### src/rtl/riscv_pkg.sv
// ============================================================================
// riscv_pkg : shared types and constants for the RV32I memory arbiter
// Rev 1.0
// ============================================================================
`default_nettype none

package riscv_pkg;

  typedef enum logic [1:0] {
    IDLE   = 2'd0,
    BUSY_I = 2'd1,
    BUSY_D = 2'd2
  } arb_state_t;

  typedef struct packed {
    logic        we;
    logic [31:0] addr;
    logic [31:0] wdata;
    logic [3:0]  be;
  } mem_cmd_t;

  localparam logic [3:0] BE_WORD = 4'hF;

endpackage

`default_nettype wire

### src/rtl/mem_arbiter.sv
// ============================================================================
// mem_arbiter : shares one memory port between fetch and data requesters
// Rev 1.0
// ============================================================================
`default_nettype none

module mem_arbiter
  import riscv_pkg::*;
#(
  parameter int DATA_MAX_STREAK = 4
) (
  input  logic        clk,
  input  logic        rst,
  input  logic        if_req,
  input  logic [31:0] if_addr,
  output logic        if_gnt,
  output logic        if_rvalid,
  output logic [31:0] if_rdata,
  input  logic        d_req,
  input  logic        d_we,
  input  logic [31:0] d_addr,
  input  logic [31:0] d_wdata,
  input  logic [3:0]  d_be,
  output logic        d_gnt,
  output logic        d_rvalid,
  output logic [31:0] d_rdata,
  output logic        m_req,
  output logic        m_we,
  output logic [31:0] m_addr,
  output logic [31:0] m_wdata,
  output logic [3:0]  m_be,
  input  logic        m_ack,
  input  logic [31:0] m_rdata
);

  localparam logic [3:0] MAX_STREAK = 4'(DATA_MAX_STREAK);

  arb_state_t r_state;
  mem_cmd_t   r_cmd;
  logic [3:0] r_streak;
  logic       w_pick_d;
  logic       w_pick_i;

  // Data wins ties unless it has already taken MAX_STREAK grants past a waiting fetch.
  always_comb begin
    w_pick_d = 1'b0;
    w_pick_i = 1'b0;
    if (d_req && (!if_req || (r_streak != MAX_STREAK))) begin
      w_pick_d = 1'b1;
    end else if (if_req) begin
      w_pick_i = 1'b1;
    end
  end

  always_ff @(posedge clk or posedge rst) begin
    if (rst) begin
      r_state   <= IDLE;
      r_cmd     <= '0;
      r_streak  <= 4'd0;
      m_req     <= 1'b0;
      if_gnt    <= 1'b0;
      d_gnt     <= 1'b0;
      if_rvalid <= 1'b0;
      d_rvalid  <= 1'b0;
      if_rdata  <= 32'h0;
      d_rdata   <= 32'h0;
    end else begin
      if_gnt    <= 1'b0;
      d_gnt     <= 1'b0;
      if_rvalid <= 1'b0;
      d_rvalid  <= 1'b0;
      case (r_state)
        IDLE: begin
          if (w_pick_d) begin
            r_state <= BUSY_D;
            d_gnt   <= 1'b1;
            m_req   <= 1'b1;
            r_cmd   <= '{we: d_we, addr: d_addr, wdata: d_wdata, be: d_be};
            if (!if_req) begin
              r_streak <= 4'd0;
            end else if (r_streak != 4'hF) begin
              r_streak <= r_streak + 4'd1;
            end
          end else if (w_pick_i) begin
            r_state  <= BUSY_I;
            if_gnt   <= 1'b1;
            m_req    <= 1'b1;
            r_cmd    <= '{we: 1'b0, addr: if_addr, wdata: 32'h0, be: BE_WORD};
            r_streak <= 4'd0;
          end
        end
        BUSY_I: begin
          if (m_ack) begin
            r_state   <= IDLE;
            m_req     <= 1'b0;
            if_rdata  <= m_rdata;
            if_rvalid <= 1'b1;
          end
        end
        BUSY_D: begin
          if (m_ack) begin
            r_state  <= IDLE;
            m_req    <= 1'b0;
            d_rdata  <= m_rdata;
            d_rvalid <= 1'b1;
          end
        end
        default: begin
          r_state <= IDLE;
          m_req   <= 1'b0;
        end
      endcase
    end
  end

  assign m_we    = r_cmd.we;
  assign m_addr  = r_cmd.addr;
  assign m_wdata = r_cmd.wdata;
  assign m_be    = r_cmd.be;

endmodule

`default_nettype wire

### config.mk
export PLATFORM = sky130hd
export DESIGN_NAME = mem_arbiter
export DESIGN_NICKNAME = d
export VERILOG_FILES = /design/src/rtl/riscv_pkg.sv /design/src/rtl/mem_arbiter.sv
export SDC_FILE = /design/constraint.sdc
export NUM_CORES = 1
export LEC_CHECK = 0
export ABC_AREA = 1
export CAP_MARGIN = 20
export CELL_PAD_IN_SITES_DETAIL_PLACEMENT = 2
export CELL_PAD_IN_SITES_GLOBAL_PLACEMENT = 2
export CORE_ASPECT_RATIO = 2
export CORE_UTILIZATION = 25
export DETAILED_ROUTE_END_ITERATION = 10
export GPL_ROUTABILITY_DRIVEN = 0
export MAX_ROUTING_LAYER = met4
export PLACE_DENSITY = 0.88
export SETUP_SLACK_MARGIN = 0.1
export SLEW_MARGIN = 20
export SYNTH_ARGS = -nofsm -noshare
export SYNTH_HDL_FRONTEND = slang
export SYNTH_SLANG_ARGS = --single-unit
export TNS_END_PERCENT = 20
### constraint.sdc
create_clock -name clk -period 8.1 [get_ports clk]
set_clock_uncertainty 0.1 [all_clocks]
set_input_delay 1.62 -clock clk [delete_from_list [all_inputs] [get_ports clk]]
set_output_delay 1.62 -clock clk [all_outputs]
set_load 0.02 [all_outputs]
# After elaboration in Yosys (flattened, before gate mapping)
# Cells that the tools add are included.
[totals]
output_inout_bits = 138
inputBits = 138
reg_bits = 144
word_cells = 57
[op_classes]
n_eq_ne = 7
add_sub_neg = 1
muxes = 25
n_reduce_logical = 11
[ops]
columns = ["cell", "n"]
rows = [
  ["$mux W69", 2],
  ["$mux W4", 4],
  ["$mux W1", 14],
  ["$reduce_and A2 Y1", 4],
  ["$mux W2", 3],
  ["$add A4 B1 Y4 const B", 1],
  ["$ne A4 B3 Y1 const B", 1],
  ["$ne A4 B4 Y1 const B", 1],
  ["$pmux W2 S2", 1],
  ["$ne A3 B2 Y1 const B", 1],
  ["$ne A3 B3 Y1 const B", 1],
  ["$reduce_and A3 Y1", 1],
  ["$eq A2 B1 Y1 const B", 1],
  ["$eq A2 B2 Y1 const B", 1],
  ["$logic_not A2 Y1", 1],
  ["$ne A2 B1 Y1 const B", 1],
  ["$pmux W1 S2", 1],
  ["$reduce_bool A2 Y1", 1],
  ["$reduce_or A2 Y1", 1],
  ["$logic_and A1 B1 Y1", 1],
  ["$logic_not A1 Y1", 1],
  ["$logic_or A1 B1 Y1", 1],
]

# Logic depth before layout (Yosys ltp)
[depth]
ltp_word = 7
depth_mapped = 9
mapped_depth_nobuf = 7

# Least setup slack after synthesis
# No wires, ideal clock.
[synth_path]
path_type = "input -> register"
from = "in d_req"
to = "reg r_streak[0]"
path_buffers = 3
t_required_ns = 7.883
arrival_ns = 2.407
slack_ns = 5.476
cell_stages = 7
setup_ns = 0.117
cell_sequence = "buf_2 -> nor2_2 -> nor2_4 -> buf_4 -> buf_2 -> nand4_1 -> nand2_1"
[synth_via]
elab_chain_len = 4
elab_cells_between_ends = 7
classes_between = "eq/ne: 1; mux: 3; reduce/logical: 3"
[synth_rtl]
columns = ["item", "line", "source"]
rows = [
  ["start, declared", "mem_arbiter.sv:19", "input logic d_req,"],
  ["$logic_and A1 B1 Y1 *", "mem_arbiter.sv:48", "if (d_req && (!if_req || (r_streak != MAX_STREAK))) begin"],
  ["$mux W1", "mem_arbiter.sv:48", ""],
  ["$ne A3 B2 Y1 (no source line) / $reduce_bool A2 Y1 (equally long branches)", "--", ""],
  ["$reduce_and A3 Y1 (no source line)", "--", ""],
  ["end signal, assigned", "mem_arbiter.sv:82", "r_streak <= r_streak + 4'd1;"],
  ["end, declared", "mem_arbiter.sv:40", "logic [3:0] r_streak;"],
]
# Every way passes the cells marked *; elsewhere a longest branch is shown, timed or not.
# A chain may end at the register's enable or synchronous reset.

# Worst setup path after layout
[layout_path]
from = "in if_req"
to = "reg r_cmd (netlist bit m_addr[23])"
[layout_via]
elab_chain_len = 6
elab_cells_between_ends = 9
classes_between = "mux: 4; reduce/logical: 5"
[layout_rtl]
columns = ["item", "line", "source"]
rows = [
  ["start, declared", "mem_arbiter.sv:14", "input logic if_req,"],
  ["$logic_not A1 Y1", "--", ""],
  ["$logic_or A1 B1 Y1", "mem_arbiter.sv:48", ""],
  ["$logic_and A1 B1 Y1", "mem_arbiter.sv:48", ""],
  ["$mux W1", "mem_arbiter.sv:48", ""],
  ["$reduce_bool A2 Y1 (no source line)", "--", ""],
  ["$reduce_and A2 Y1 (no source line)", "--", ""],
  ["end signal, assigned", "mem_arbiter.sv:78", "r_cmd <= '{we: d_we, addr: d_addr, wdata: d_wdata, be: d_be};"],
  ["end signal, assigned", "mem_arbiter.sv:88", "r_cmd <= '{we: 1'b0, addr: if_addr, wdata: 32'h0, be: BE_WORD};"],
  ["end, declared", "mem_arbiter.sv:39", "mem_cmd_t r_cmd;"],
]
# Several ways; a longest one is shown, not always the timed one.

==> metrics.md <==
| Metric | Value |
|---|---|
| Crit path depth | 8 |
| Number of global-route vias before repair | roughly 6800 |
| Post-synthesis compound-gate area fraction | 0.08648 |
| Data required time at the worst endpoint | 8.32 ns |
| Setup_tns | 0 ns |
| Synth warnings | 0 |
| Post-synth EDFFs | 0 |
| Reg-to-Reg Start | r_streak[0]$_DFFE_PP0P_ |
| Maximum fanout along the worst path | 47 |
| Sequential share of the synthesized area | 0.5847 |
| Overflow after GRT | 0 |
| WL/cell | between 15 and 20 µm |
| Max Cap Viol | 0 |
| Maximum VDD drop | around 0.14 mV |
| Min cycle time layout | 3.572 ns |
| Multi-input combinational cell area | between 0.002 and 0.0025 mm² |
| Clock Tree Buf Depth | 2 |
| Pleak | around 0.0045 µW |
| Worst-Margin Slew | 0.8939 ns |
| Crit-path max cell delay | roughly 0.58 ns |
| Post-route cell area | 0.009682 mm² |
| Worst Path Arrival | between 3 and 4 ns |
| Terminus of the critical flop-to-flop path | m_addr[23]$_DFFE_PP0P_ |
| Buffers plus inverters on the worst setup path | 3 |
| Crit-path leading delay family | buffers and inverters |
| Largest net degree at the start of global routing | just over 80 |
| Total number of vias | around 6000 |
| Syn Nets | 852 |
| DR vias/cell | ~4.6 |
| Worst r2r path cells | 9 |
| CORE AREA | about 0.024 mm² |
| Final Max Slew Viols | 0 |
| Area delta synth->final | 57.08% |
| CP Capture Point | m_addr[23]$_DFFE_PP0P_ |
| Crit Path Category | in -> reg |
| Latest clock arrival within the worst-skew pair | 0.42 ns |
| Post-Synth Adder-Cell Area | 0.01015 |
| Die width | 113.0 µm |
| DRT iter0 DRCs | 187 |
| I/O Buffers | 275 |
| Clk sink count | roughly 140 |
| Worst hold stages | 2 |
| Cell Chain, Critical Path | clkdlybuf4s50_1 -> nand4_2 -> buf_4 -> nand2_2 -> buf_4 -> nand2_1 -> nand3_1 -> nand2_1 |
| Root Buffer | clkbuf_16 |
| RSZ-0062 raised after global routing | no |
| Routed Antenna Nets | 0 |
| Internal | 2253 µW |
| I/O pins | 276 |
| First-pass GRT wire length | ~37000 µm |
| Gr usage total | 0.1993 |
| Post-CTS Resized | 0 |
| Site Rows | roughly 80 |
| Hold_buf cts | 0 |
| Rel. slew slack | 0.4041 |
| Register bit total from synthesis | 144 |
| FFs w/ async S/R, synth | 1.000 |
| # Post-CTS Setup Buffers | 0 |
| Period utilization | 0.4410 |
| FILL cells | ~2700 |
| Library cells used by synthesis | 23 |
| Main synth FF type | dfrtp_1 |
| Worst Setup Start Kind | primary input |
| Post-Syn Area | slightly above 0.006 mm² |
| Die Span Y | 224.1 µm |
| Drt pass-1 iters | 4 |
| Num CTS Buffers | 17 |
| Reg power frac | 0.331 |
| Syn avg cell area | 8.693 µm² |
| Final WL | 23370 µm |
| CTS tree | done |
| Layout cells sized above 1 | 0.04601 |
| Die area | between 0.02 and 0.03 mm² |
| Critical Path Sink Type | register |
| Slack of the worst reg-to-reg path | ~5.6 ns |
| Hold Vio Cnt, Final | 0 |
| Xor/xnor share of the synthesized area | 0.001421 |
| Mux contribution to synthesized area | 0 |
| Worst-path clk slew | roughly 0.06 ns |
| Placed cell area | about 0.009 mm² |
| Simple-gate portion of the synthesized area | 0.2335 |
| Drt drc | 0 |
| Logic pwr share | 0.469 |
| Cells after Synth | roughly 710 |
| DP HPWL | 17080 µm |
| CTS H-tree lvls | 4 |
| Worst Hold Class | reg -> reg |
| Initial antenna violation count | 1 |
| Sw frac | 0.4025 |
| Largest family of logic cells by synthesized area | simple AND/OR/NAND/NOR gates |
| Cell Pwr Density | 389.4 mW/mm² |
| Number of setup violations in the final report | 0 |
| Slowest CP cell | clkdlybuf4s50_1 |
| Post-layout nets | around 1100 |
| NetSw | about 1500 µW |
| Outcome | completed |
| Sequential Area | around 0.0036 mm² |
| CP Launch Point | if_req |
| F_max | between 200 and 300 MHz |
| Initial Util | 0.2534 |
| Clk pwr share | 0.199 |
state kept, by name, indices dropped and copies added, names as in the netlist:
register   flops
d_rvalid       1
m_addr        32
r_streak       4
if_rvalid      1
d_rdata       32
m_we           1
r_state        2
if_gnt         1
if_rdata      32
m_be           4
m_req          1
d_gnt          1
m_wdata       32
per-layer routing:
layer / global-route usage / part of all wire / up-vias / routed length (µm)
met5: - / 0 / - / 0
met4: 0.09168 / 0.039 / 0 / 901
met3: 0.03734 / 0.038 / 49 / 892
met2: 0.3784 / 0.58 / 204 / 13520
met1: 0.1904 / 0.34 / 2863 / 8058
li1: - / - / 2733 / -
worst min path at each step:
stage	start	end	slack, ns
final	if_rdata[7]$_DFFE_PP0P_	if_rdata[7]$_DFFE_PP0P_	0.38
after global routing	d_rdata[19]$_DFFE_PP0P_	d_rdata[19]$_DFFE_PP0P_	0.41
after CTS	m_addr[3]$_DFFE_PP0P_	m_addr[3]$_DFFE_PP0P_	0.39
after detailed placement	m_addr[3]$_DFFE_PP0P_	m_addr[3]$_DFFE_PP0P_	0.37
after global placement	m_addr[5]$_DFFE_PP0P_	m_addr[5]$_DFFE_PP0P_	0.36
after floorplan	r_streak[3]$_DFFE_PP0P_	r_streak[3]$_DFFE_PP0P_	0.39
placed cells by master (no fill, tap or decap), types with 2 or more instances in the layout:
cell type / n
a21oi_1: 5
buf_4: 6
clkbuf_16: 17
clkdlybuf4s50_1: 275
clkinv_2: 5
clkinv_4: 2
clkinvlp_4: 3
dfrtp_1: 144
ha_1: 5
inv_1: 77
inv_6: 3
nand2_1: 238
nand2_4: 2
nand3_1: 37
nand3b_1: 32
nand4_1: 5
nor2_1: 12
o21ai_0: 88
o21ai_1: 11
o22ai_1: 2
worst reg2reg max path, stage by stage, from the launching register on:
cell	delay [ns]
dfrtp_1	0.43
inv_1	0.11
ha_1	0.22
nand4_2	0.11
buf_4	0.27
nand2_2	0.37
buf_4	0.51
nand2_1	0.15
nand3_1	0.10
nand2_1	0.07
Yosys cell counts (11+ instances only):
cell type | instances | area [µm²]
nand2_1 | 240 | 900.9
clkbuf_1 | 20 | 75.07
nor2_1 | 12 | 45.04
nand3_1 | 37 | 185.2
dfrtp_1 | 144 | 3603
o21ai_0 | 88 | 440.4
inv_1 | 78 | 292.8
buf_2 | 14 | 70.07
o21ai_1 | 11 | 55.05
nand3b_1 | 32 | 240.2
cell type report:
cell class	count	share of cell area
multi-input combinational	442	0.2126
clock inverter	13	0.01163
inverter	79	0.03114
tap	290	0.03748
timing repair buffer	281	0.2890
antenna	1	0.0002585
sequential	144	0.3722
clock buffer	19	0.04575
kinds of logic after synthesis:
kind of cell	count (synthesis)
simple gates	330
xor+xnor	1
compound gates	106
buf+inv	123
fa+ha+maj	5
flops	144
per-stage QoR:
stage	utilization	std cells	hold slack (ns)	setup WS [ns]	power (µW)
after floorplan	-	709	0.3858	2.514	2091
after global placement	0.3747	1236	0.3637	4.108	2978
after detailed placement	0.3747	1236	0.3703	4.020	3060
after CTS	0.3975	1268	0.3865	4.487	3840
after global routing	0.3980	1269	0.4132	4.308	4015
final	0.3980	1269	0.3849	4.528	3770
power groups by stage:
stage	sequential, µW	combinational [µW]	clock, µW
2_1_floorplan	1630	466	0
3_3_place_gp	1240	1740	0
3_5_place_dp	1260	1800	0
4_1_cts	1260	1810	777
5_1_grt	1290	1920	808
6_report	1250	1770	752
No activity file was read; power rests on OpenSTA's default activity.
==> variant 1: new RTL, config.mk and constraints unchanged <==
The 3 states of `arb_state_t` get a one-hot encoding in 3 bits.
--- a/src/rtl/riscv_pkg.sv
+++ b/src/rtl/riscv_pkg.sv
@@ -6,10 +6,10 @@
 
 package riscv_pkg;
 
-  typedef enum logic [1:0] {
-    IDLE   = 2'd0,
-    BUSY_I = 2'd1,
-    BUSY_D = 2'd2
+  typedef enum logic [2:0] {
+    IDLE   = 3'b001,
+    BUSY_I = 3'b010,
+    BUSY_D = 3'b100
   } arb_state_t;
 
   typedef struct packed {
Check against the original RTL: same outputs for any inputs over 4 cycles, from zero or initial values and one cycle with rst high; so few cycles prove little.
==> variant 1 against the original RTL <==
  * Cell count up 3.5%
  * Critical path depth is 2 lower
  * Routed wire length increased by 6.0%
  * Cell area rose by 0.67%
  * Synthesized area rose by 0.43%
  * Sequential cell count is 1 higher
  * Via count is 0.41% lower
  * Critical endpoint is now m_wdata[8]
  * Utilization grew 0.10 points
  * Worst setup slack got worse by 0.67 ns
  * First-iteration DRC count is 8.6% higher
  * Power is 1.6% higher
  * Count of clock-buffer cells in the layout decreased by 1
  * Register-to-register slack got worse by 0.64 ns
==> variant 1: results <==
grt:
  grt_antenna_before_repair: 2
  grt_pass1_vias: 6676
  grt_use_met2: 0.3920
  grt_use_met1: 0.1949
  met3_usage: 0.04150
placed_design:
  placed_area_mm2: 0.009146
  dp.final_hpwl_um: 17790
  dp_slack_ns: 3.330
  dpl.cell_count: 1279
worst_setup_path:
  critPathCapture: "m_wdata[8]"
  crit_start: "d_req"
  path_delay_family: "simple AND/OR/NAND/NOR gates"
  reg2reg_slack_ns: 4.92
  reg2regPathDepth: 7
  arrival_ns: 4.51
  crit_slowest_cell: "nor2_4"
timing:
  hold_ws_ns: 0.3776
  fmaxAchievable_mhz: 235.9
yosys:
  synth_xor_area_frac: 0.001415
  synthTopCellsByArea: "dfrtp_1, nand2_1, o21ai_0, inv_1, nand3b_1"
  synth_compound_area_frac: 0.05741
  yosys.area_share.adder: 0.004043
  yosysSeqAreaShare: 0.5864
  synth_fp_nets: 848
  avgSynthCellArea_um2: 8.742
  synth_commonest_cells: "nand2_1, dfrtp_1, inv_1, o21ai_0, nand3_1"
  synth_cell_type_count: 22
routing:
  avgRoutedWirePerCell_um: 18.87
  vias: 5825
  avgViaCountPerCell: 4.436
  drt_iter0_drc: 203
  wl_met2_um: 14330
  wl_met1_um: 8346
run_status:
  status: "finished, final reports clean"
worst_hold_path:
  worstHoldStart: "m_be[2]"
layout:
  drive_gt1_frac: 0.04699
  n_fill_cell: 2708
  nNetsFinal: 1106
  fin_util: 0.3991
pwr:
  p_leak_nw: 4.676
  ir_worst_vdd_v: 0.0001366
clock_network:
  clock_latency_ns: 0.44
## variant 1: cell count changes in the layout (fill, tap and decap cells not counted), sizes merged, moves of 3 or more
cell	unedited run	this run
nor2	14	8
a21oi	5	0
nand2	241	283
ha	5	2
o21ai	99	71
nand3	37	43
## variant 1: report_power, final
part / internal [W] / leakage (nW) / total [W] / switching (W)
clock network: 0.000466 / 0.285 / 0.000809 / 0.000343
logic: 0.000758 / 2.57 / 0.00178 / 0.00102
registers: 0.00105 / 1.83 / 0.00124 / 0.000191
## variant 1: final cells by class
class | count | area (um^2) | area share
Timing Repair Buffer | 279 | 2783 | 0.2855
Clock buffer | 18 | 439.2 | 0.04506
Clock inverter | 14 | 156.4 | 0.01605
Antenna cell | 2 | 5.005 | 0.0005135
Tap cell | 332 | 415.4 | 0.04262
Multi-Input combinational cell | 446 | 2022 | 0.2074
Inverter | 77 | 296.5 | 0.03042
Sequential cell | 145 | 3630 | 0.3724
==> variant 2: new RTL, same flow settings <==
Made on the original files. Make the reset (`rst`) synchronous in one clocked block.
--- a/src/rtl/mem_arbiter.sv
+++ b/src/rtl/mem_arbiter.sv
@@ -52,7 +52,7 @@
     end
   end
 
-  always_ff @(posedge clk or posedge rst) begin
+  always_ff @(posedge clk) begin
     if (rst) begin
       r_state   <= IDLE;
       r_cmd     <= '0;
Formal check against the unedited RTL: differs if rst is asserted again (counterexample within 4 cycles, from zero or initial values and one cycle with rst high); with rst held inactive, the same outputs for 4 cycles.
==> variant 2 against the original RTL <==
  * Cell area fell by 5.6%
  * Routed wire length grew 1.8%
  * Synthesized area shrank 7.7%
  * Worst hold slack improved by 0.0020 ns
  * Sequential cell count unchanged
  * Critical path depth is 1 lower
  * Largest cell class unchanged
  * Highest routed layer unchanged
  * Worst setup slack got worse by 0.35 ns
  * Sequential share of layout area is 5.7 points lower
  * Cell count grew 4.9%
Power is not compared: it rests on default switching activity, and its combinational part moved more than twofold at a synthesized area within 25%.
==> variant 2: results <==
layout:
  drive_gt1_frac: 0.03795
  nNetsFinal: 1188
routing:
  dr.pass1.iters: 6
  drt_iter0_drc: 211
  vias: 6273
  avgRoutedWirePerCell_um: 17.88
worst_setup_path:
  r2r-end: "m_wdata[16]"
  cpPeakStageDelay_ns: 0.53
  cp_max_fo: 50
  crit_type: "primary input to register"
  rr_startpoint: "r_streak[0]"
  reg2regPathDepth: 8
  crit_start: "if_req"
  arrival_ns: 4.18
  reg2reg_slack_ns: 5.26
  crit_slowest_cell: "clkdlybuf4s50_1"
  path_delay_family: "buffers and inverters"
clock_network:
  clock_latency_ns: 0.43
  cts_htree_levels: 4
  cts_root_buffer: "clkbuf_16"
  cts_made_buffers: 17
  cts_buffer_depth: 2
  path_clk_slew_ns: 0.06
  ctsResizeCount: 0
  cts_setup_buffers: 0
yosys:
  yosys_most_used_dff: "dfxtp_1"
  synth_xor_area_frac: 0.001539
  synth_cell_type_count: 22
  synth_cells: 794
  synth_commonest_cells: "nor2_1, dfxtp_1, nand2_1, o21ai_0, inv_1"
  ys_warn_count: 0
  yosysSeqAreaShare: 0.5066
  yosys.area_share.adder: 0.01099
  synth_async_sr_flop_share: 0
  synth_fp_nets: 937
  synth.area.mux_share: 0
  synthTopCellsByArea: "dfxtp_1, nor2_1, nand2_1, o21ai_0, a21oi_1"
  synth_compound_area_frac: 0.1269
placed_design:
  io_buffers: 275
  dp.final_hpwl_um: 17220
  dp_slack_ns: 3.633
grt:
  grt_pass1_vias: 6894
  grt_pass1_wl_um: 36920
  grt_antenna_before_repair: 1
  grt_start_max_net_pins: 83
  track_usage: 0.2180
timing:
  fmaxAchievable_mhz: 254.9
  slew_headroom: 0.5048
pwr:
  p_leak_nw: 3.776
  ir_worst_vdd_v: 0.0001652
worst_hold_path:
  hp-class: "register to register"
run_status:
  status: "finished, final reports clean"
[variant 2: final cells by class]
cell class	instances	area (um^2)
diodes	1	2.502
inverters	47	176.4
well taps	276	345.3
clock inverters	5	57.56
flip-flops and latches	144	2883
fillers	2528	13110
clock buffers	23	488.0
repair buffers	284	2820
multi-input cells	551	2371
[variant 2: cells by family after synthesis]
| family | Yosys count |
|---|---|
| adder cells (fa/ha/maj) | 5 |
| XOR/XNOR | 1 |
| AND/OR/NAND/NOR | 401 |
| flip-flops | 144 |
| AO/OA/AOI/OAI | 144 |
| buffers and inverters | 99 |
[variant 2: how the worst min path moves through the flow]
stage / from / to / slack (ns) / cells after the start
after floorplan: r_state[1] / r_state[1] / 0.36 / 2
after global placement: d_rdata[14] / d_rdata[14] / 0.36 / 2
after detailed placement: if_rdata[16] / if_rdata[16] / 0.38 / 2
after CTS: r_state[0] / r_state[0] / 0.39 / 2
after global routing: r_state[0] / r_state[0] / 0.41 / 2
final: r_state[0] / r_state[0] / 0.39 / 2
[variant 2: per-stage QoR]
step	instances	cell area [um^2]	hold slack, ns	util	total power (W)
2_1_floorplan	794	5690	0.3571	-	0.001069
3_3_place_gp	1302	8596	0.3593	0.3862	0.001306
3_5_place_dp	1302	8596	0.3799	0.3862	0.001328
4_1_cts	1330	9141	0.3919	0.4107	0.002099
5_1_grt	1331	9144	0.4129	0.4109	0.002163
6_report	1331	9144	0.3869	0.4109	0.002061
[variant 2: worst reg2reg max path, delay by kind of cell (launching register included)]
family	cells	cell delay, ns
buffers and inverters	3	1.11
AO/OA/AOI/OAI	1	0.21
adder cells (fa/ha/maj)	1	0.22
flip-flops	1	0.42
AND/OR/NAND/NOR	3	0.71
[variant 2: report_power, final]
group	switching, W	internal, W	total [W]
combinational	0.000273	0.000223	0.000496
sequential	0.0000361	0.000775	0.000811
clock	0.000306	0.000447	0.000753
total	0.000615	0.00145	0.00206
[variant 2: per-layer routing]
| layer | global-route usage | up-vias | routed length (um) |
|---|---|---|---|
| met2 | 0.4070 | 183 | 13780 |
| met4 | 0.1297 | 0 | 1064 |
| met1 | 0.1914 | 3039 | 7932 |
| met5 | - | - | 0 |
| li1 | - | 2999 | - |
| met3 | 0.04883 | 52 | 1019 |
